==> src/rtl/ccg_logic_pipe.sv <==
// Pipelined CCGRCG-style logic block: group A is a 2-input AND, group B is a masked
// parity or AND-reduce, carried through PIPE_STAGES valid/ready stages with a hit counter.
module ccg_logic_pipe #(
  parameter int unsigned       NUM_IN      = 10,
  parameter int unsigned       NUM_OUT     = 10,
  parameter int unsigned       SPLIT       = 7,
  parameter int unsigned       A_IDX0      = 0,
  parameter int unsigned       A_IDX1      = 4,
  parameter logic [NUM_IN-1:0] B_MASK      = 10'h39E,
  parameter int unsigned       PIPE_STAGES = 2,
  parameter int unsigned       CNT_W       = 8
) (
  input  logic               clk,
  input  logic               rst_n,
  input  logic               in_valid,
  output logic               in_ready,
  input  logic [NUM_IN-1:0]  x,
  input  logic               mode,
  output logic               out_valid,
  input  logic               out_ready,
  output logic [NUM_OUT-1:0] f,
  input  logic               cnt_clr,
  output logic [CNT_W-1:0]   hit_cnt
);

  logic               a;
  logic               b;
  logic [NUM_IN-1:0]  m;
  logic [NUM_OUT-1:0] f_new;

  always_comb begin
    a     = x[A_IDX0] & x[A_IDX1];
    m     = x & B_MASK;
    // Unmasked bits are forced high so they never veto the AND-reduce.
    b     = mode ? &(m | ~B_MASK) : ^m;
    f_new = {{(NUM_OUT - SPLIT){b}}, {SPLIT{a}}};
  end

  logic [PIPE_STAGES-1:0] v_q;
  logic [PIPE_STAGES-1:0] load;
  logic [NUM_OUT-1:0]     d_q [PIPE_STAGES];

  // A stage can load unless it and every stage ahead of it are full with out_ready low.
  always_comb begin
    logic full_ahead;
    full_ahead = 1'b1;
    load       = '0;
    for (int i = PIPE_STAGES - 1; i >= 0; i--) begin
      full_ahead = full_ahead & v_q[i];
      load[i]    = out_ready | ~full_ahead;
    end
  end

  for (genvar g = 0; g < PIPE_STAGES; g++) begin : g_stage
    logic               src_v;
    logic [NUM_OUT-1:0] src_d;
    logic               stg_v_q;
    logic [NUM_OUT-1:0] stg_d_q;

    if (g == 0) begin : g_first
      assign src_v = in_valid;
      assign src_d = f_new;
    end else begin : g_rest
      assign src_v = v_q[g-1];
      assign src_d = d_q[g-1];
    end

    always_ff @(posedge clk or negedge rst_n) begin
      if (!rst_n) begin
        stg_v_q <= 1'b0;
        stg_d_q <= '0;
      end else if (load[g]) begin
        stg_v_q <= src_v;
        if (src_v) begin
          stg_d_q <= src_d;
        end
      end
    end

    assign v_q[g] = stg_v_q;
    assign d_q[g] = stg_d_q;
  end

  assign in_ready  = load[0];
  assign out_valid = v_q[PIPE_STAGES-1];
  assign f         = d_q[PIPE_STAGES-1];

  logic [CNT_W-1:0] cnt_q;
  logic [CNT_W-1:0] cnt_d;

  always_comb begin
    cnt_d = cnt_q;
    if (cnt_clr) begin
      cnt_d = '0;
    end else if (out_valid && out_ready && f[NUM_OUT-1] && !(&cnt_q)) begin
      cnt_d = cnt_q + 1'b1;
    end
  end

  always_ff @(posedge clk or negedge rst_n) begin
    if (!rst_n) begin
      cnt_q <= '0;
    end else begin
      cnt_q <= cnt_d;
    end
  end

  assign hit_cnt = cnt_q;

endmodule

==> config.mk <==
export PLATFORM = sky130hd
export DESIGN_NAME = ccg_logic_pipe
export DESIGN_NICKNAME = d
export VERILOG_FILES = /design/src/rtl/ccg_logic_pipe.sv
export SDC_FILE = /design/constraint.sdc
export NUM_CORES = 1
export LEC_CHECK = 0
export BUFFER_PORTS_ARGS = -buffer_cell sky130_fd_sc_hd__buf_2
export CORE_UTILIZATION = 41
export DETAILED_ROUTE_END_ITERATION = 10
export PLACE_DENSITY = 0.73
export SETUP_SLACK_MARGIN = 0.3
export SYNTH_ARGS = -nofsm -noshare
export SYNTH_HDL_FRONTEND = slang
export SYNTH_SLANG_ARGS = --single-unit
==> constraint.sdc <==
create_clock -name clk -period 1.7 [get_ports clk]
set_input_delay 0.255 -clock clk [delete_from_list [all_inputs] [get_ports clk]]
set_output_delay 0.255 -clock clk [all_outputs]
set_load 0.1 [all_outputs]
### Yosys cells after proc, flatten, opt, wreduce, memory -nomap -nowiden

Index checks and enable logic that the tools add are counted.

| storage, ports and cells | value |
|---|---|
| flip-flop bits (word level) | 26 |

| cells by class | value |
|---|---|
| bitwise logic cells | 6 |
| mux-type cells | 3 |
| add/subtract/negate cells | 1 |
| reduce and logical (&&, ||, !) cells | 10 |

Operators with widths:

| operator | number |
|---|---|
| 8-bit 2-to-1 mux | 2 |
| 10-bit parity | 1 |
| 8-bit by 1-bit adder with 8-bit output (second input constant) | 1 |
| 8-bit AND reduction | 1 |
| 7-bit AND reduction | 1 |
| 2-bit AND reduction | 2 |
| 1-bit logical AND | 3 |
| 1-bit AND | 2 |
| 1-bit inverter | 2 |
| 1-bit OR | 2 |
| 2-bit nonzero test | 1 |
| 1-bit zero test | 1 |
| 1-bit 2-to-1 mux | 1 |

### Logic depth before layout (Yosys ltp)

| depth | value |
|---|---|
| word-level depth | 5 |
| mapped depth | 5 |
| depth with buffers taken out | 5 |

### Worst setup path before layout

Ideal clock, no wire load.

| timing | value |
|---|---|
| path kind | reg2reg |
| from | register g_stage[1].stg_v_q, in the netlist out_valid |
| to | register g_stage[0].stg_d_q[6] |
| slack | -901 ps |
| arrival | 2,465 ps |
| setup time | 135 ps |
| path buffers | 0 |
| cell stages (with the launch flop) | 4 |
| data required time | 1,565 ps |
| clock period less this slack | 2,601 ps |
| cell sequence | dfrtp_1 > nand3b_1 > nand2_1 > o21ai_0 |

| on the way | value |
|---|---|
| cells in the longest elaborated chain, start to end | 4 |

Ends and longest elaborated chain:

| item | RTL line | RTL |
|---|---|---|
| start: declaration | 57 | `logic stg_v_q;` |
| start signal: assignment | 73 | `stg_v_q <= src_v;` |
| 1-bit AND | 49 | `full_ahead = full_ahead & v_q[i];` |
| 1-bit inverter | 50 | `load[i] = out_ready \| ~full_ahead;` |
| 1-bit OR | 50 |  |
| named net in_ready | 16 | `output logic in_ready,` |
| 2-bit AND reduction (no line) | -- |  |
| end signal: assignment | 75 | `stg_d_q <= src_d;` |
| end: declaration | 58 | `logic [NUM_OUT-1:0] stg_d_q;` |

The timed path passes the listed nets, and every way through them passes these cells.
A chain may end at the register's enable or synchronous reset.

### Worst setup path after layout

| timing | value |
|---|---|
| from | register cnt_q[1], in the netlist hit_cnt[1] |
| to | register cnt_q[5], in the netlist hit_cnt[5] |

| on the way | value |
|---|---|
| cells in the longest elaborated chain, start to end | 4 |
| elaborated cells on any way between the ends | 7 |
| those cells by class | add/sub (1); mux (2); reduce/logical (4) |

Ends and longest elaborated chain:

| item | RTL line | RTL |
|---|---|---|
| start: declaration | 88 | `logic [CNT_W-1:0] cnt_q;` |
| start signal: assignment | 104 | `cnt_q <= cnt_d;` |
| parallel branches: the longest is 4 deep, another holds 8-bit by 1-bit adder with 8-bit output | -- |  |

Parallel ways; which one is timed is not known. The select of a mux whose other input is x is not followed.

==> key figures <==
STA
  • Number of failing setup endpoints in the final timing report: 0
  • Final Cycle Share: 89.2%
  • Actual slew at the worst max-slew pin: 0.483 ns
  • Number of pins exceeding their max-slew limit in the final report: 0
  • Max Clock Skew: 0.00675 ns
  • Crit path time final: 1.52 ns
  • Max Fclk: around 660 MHz
  • Final Worst Setup Slack: 0.184 ns
  • Count of endpoints failing hold in the final timing report: 0
  • Max transition margin: 68.0%
  • Final worst hold slack: 0.211 ns
  • Sum of negative setup slack: 0 ns
  • RSZ-0062 raised after global routing: true

Setup path
  • CP max FO: 5
  • Endpoint class of the critical path: flop
  • Depth of the most critical reg-to-reg path: 5
  • Setup slack of the most critical reg-to-reg path: between 0.15 and 0.2 ns
  • Data arrival time of the worst path: 1.72 ns
  • End point of the critical path: hit_cnt[5]
  • RR Startpoint: hit_cnt[1]
  • Type of origin of the critical path: flop
  • Required time at the endpoint of the critical path: 1.91 ns
  • Terminus of the critical flop-to-flop path: hit_cnt[5]
  • Start point of the critical path: hit_cnt[1]
  • Classification of the worst setup path: flop to flop

Final layout
  • Diodes inserted: 0
  • Core Util, Final: around 64%
  • Most common cell after layout, fill and taps aside: sky130_fd_sc_hd__buf_2
  • Post-route design area: 0.00116 mm²
  • Non-Filler Instances: 135
  • Growth of design area from synthesis to finish: 40.2%
  • Layout Nets: 128
  • Highest-count cells in the layout ignoring fill and taps: sky130_fd_sc_hd__buf_2 (16), sky130_fd_sc_hd__clkbuf_4 (14), sky130_fd_sc_hd__dfrtp_4 (10)
  • Share of layout cells above drive strength 1: 57.3%

Synth
  • FF+latch count, synth: 14
  • Seq/Total Area, Yosys: 42.4%
  • Post-Syn Instances: 77
  • Total nets after synthesis: 94
  • Most area-hungry cell type in the Yosys netlist: sky130_fd_sc_hd__dfrtp_1
  • Warnings, synthesis: 0
  • Mean instance size in the synthesized netlist: 10.7 µm²
  • Count of unique library cells instantiated by Yosys: 32
  • Cell area after synthesis: 826 µm²
  • Area fraction of the dominant cell type after synthesis: 42.4%
  • Cells taking the most area after synthesis: sky130_fd_sc_hd__dfrtp_1 (42%), sky130_fd_sc_hd__buf_4 (7.3%), sky130_fd_sc_hd__xor2_1 (6.4%), sky130_fd_sc_hd__xnor3_1 (5.5%), sky130_fd_sc_hd__mux2_2 (4.1%)

Detailed routing
  • Via count normalized by instance count: 4.99
  • Starting DRC count in detailed routing: 5
  • Final wirelength: 1.63 mm
  • Antenna viol nets, final: 0
  • Via count of the routed design: 673
  • Detailed-route DRC error count: 0
  • WL/cell: 12.1 µm
  • Number of search-and-repair iterations in the first detailed-routing pass: 4

Floorplan
  • Total die area: 0.00220 mm²
  • I/O pin total: 36
  • Overall die width: between 40 and 50 µm
  • Starting density of the core: around 46%
  • Total core area: 0.00180 mm²
  • Floorplan row count: 15
  • Die Y-Extent: 46.9 µm

Clock tree
  • Clock network latency to the later pin of the worst-skew pair: 0.27 ns
  • Clock Tree Root: sky130_fd_sc_hd__clkbuf_4
  • Clock tree sinks: 14
  • Cts bufs inserted: 3
  • Clock H-tree levels: 1
  • CTS tree: yes
  • Post-CTS clock slew at the launch and capture registers of the worst setup and hold paths: roughly 0.09 ns
  • Maximum buffer depth of the clock tree: 2

Placed design
  • Standard cell area after detailed placement: 0.00103 mm²
  • Dpl cells: 126
  • Weighted congestion reported at the end of routability-driven placement: 0.667
  • Number of buffers inserted by port buffering: 33
  • Worst slack after detailed placement: between 0.15 and 0.2 ns
  • Sum of net half-perimeters after detailed placement: ~1.2 mm

Power
  • Power, Total: 1.27 mW
  • Power density over cell area: between 1000 and 1500 mW/mm²
  • Worst VDD drop: 0.759 mV
  • Static Leak: 0.532 nW

Status
  • Outcome: finished clean

Hold path
  • Hold crit path type: primary input to flop
  • Hold Crit Start: in_valid

GRT
  • Total gr overflow: 0
  • Antenna violations before repair: 0
  • Global Route Usage Sum: 16.2%
  • Via count of the first global-routing pass: 615
  • Wire length of the first global-routing pass: 2.46 mm
  • Maximum number of pins on one net before global-route repair: 15

Flow run
  • Max-cap violations: 0
[sequential cells by signal, indices dropped and copies added, names as in the netlist]
signal and flops:
hit_cnt 8, f 2, g_stage.stg_d_q 2, g_stage.stg_v_q 1, out_valid 1
[logic make-up after synthesis]
kind of cell / Yosys count / synth area share, %
mux: 4 / 5.30
buf+inv: 10 / 8.18
simple gates: 30 / 21.2
xor+xnor: 9 / 12.9
fa+ha+maj: 1 / 1.51
flops: 14 / 42.4
compound gates: 9 / 8.48
[power by group]
group / total, mW / leakage, nW / switching, mW / internal, mW
logic: 0.679 / 0.351 / 0.532 / 0.147
clock network: 0.194 / 0.0150 / 0.104 / 0.0908
registers: 0.401 / 0.166 / 0.0320 / 0.369
total: 1.27 / 0.532 / 0.668 / 0.606
[area by class of cell]
cell class | instances | area (µm²)
Clock buffer | 4 | 26.3
Fill cell | 158 | 644
Inverter | 1 | 3.75
Multi-Input combinational cell | 53 | 447
Sequential cell | 14 | 389
Tap cell | 25 | 31.3
Timing Repair Buffer | 38 | 260
[Yosys cell counts (all sizes together)]
cell,n
dfrtp,14
buf,9
nand2,7
nor2,7
xor2,6
and3,3
mux2,3
nand4,3
o211ai,3
o21ai,3
nand2b,2
nand3,2
xnor3,2
a21oi,1
ha,1
inv,1
mux2i,1
nand3b,1
nand4bb,1
nor2b,1
nor4,1
o22a,1
o31ai,1
or2b,1
or4,1
xnor2,1
[what timing repair did]
action                                  CTS  global route
endpoints found under the setup margin   10            21
setup buffers                             2             2
hold endpoints to repair                 14             0
pin swaps                                 0             1
gates resized for setup                   6            16
hold buffers                              1             0
[critical path, stage by stage (launching register included)]
cell and delay (ns):
sky130_fd_sc_hd__dfrtp_4 0.52, sky130_fd_sc_hd__ha_4 0.19, sky130_fd_sc_hd__nand4_4 0.10, sky130_fd_sc_hd__o21ai_4 0.07
sky130_fd_sc_hd__or4_1 0.43, sky130_fd_sc_hd__a21oi_2 0.14
[how the worst min path moves through the flow]
stage / to / slack (ns) / cells past startpoint
finish: g_stage[0].stg_v_q / 0.21 / 2
global route: g_stage[0].stg_v_q / 0.21 / 2
CTS: g_stage[0].stg_v_q / 0.21 / 2
detailed placement: g_stage[0].stg_v_q / 0.17 / 1
global placement: g_stage[0].stg_v_q / 0.17 / 1
floorplan: f[6] / -0.04 / 0
[metal layers]
layer	vias to the layer above	global-route usage [%]	wire (µm)
li1	327	-	-
met4	0	5.71	18
met5	-	0	0
met2	17	27.5	811
met3	2	3.46	55
met1	327	20.3	742
Power figures use the tool's default switching activity.
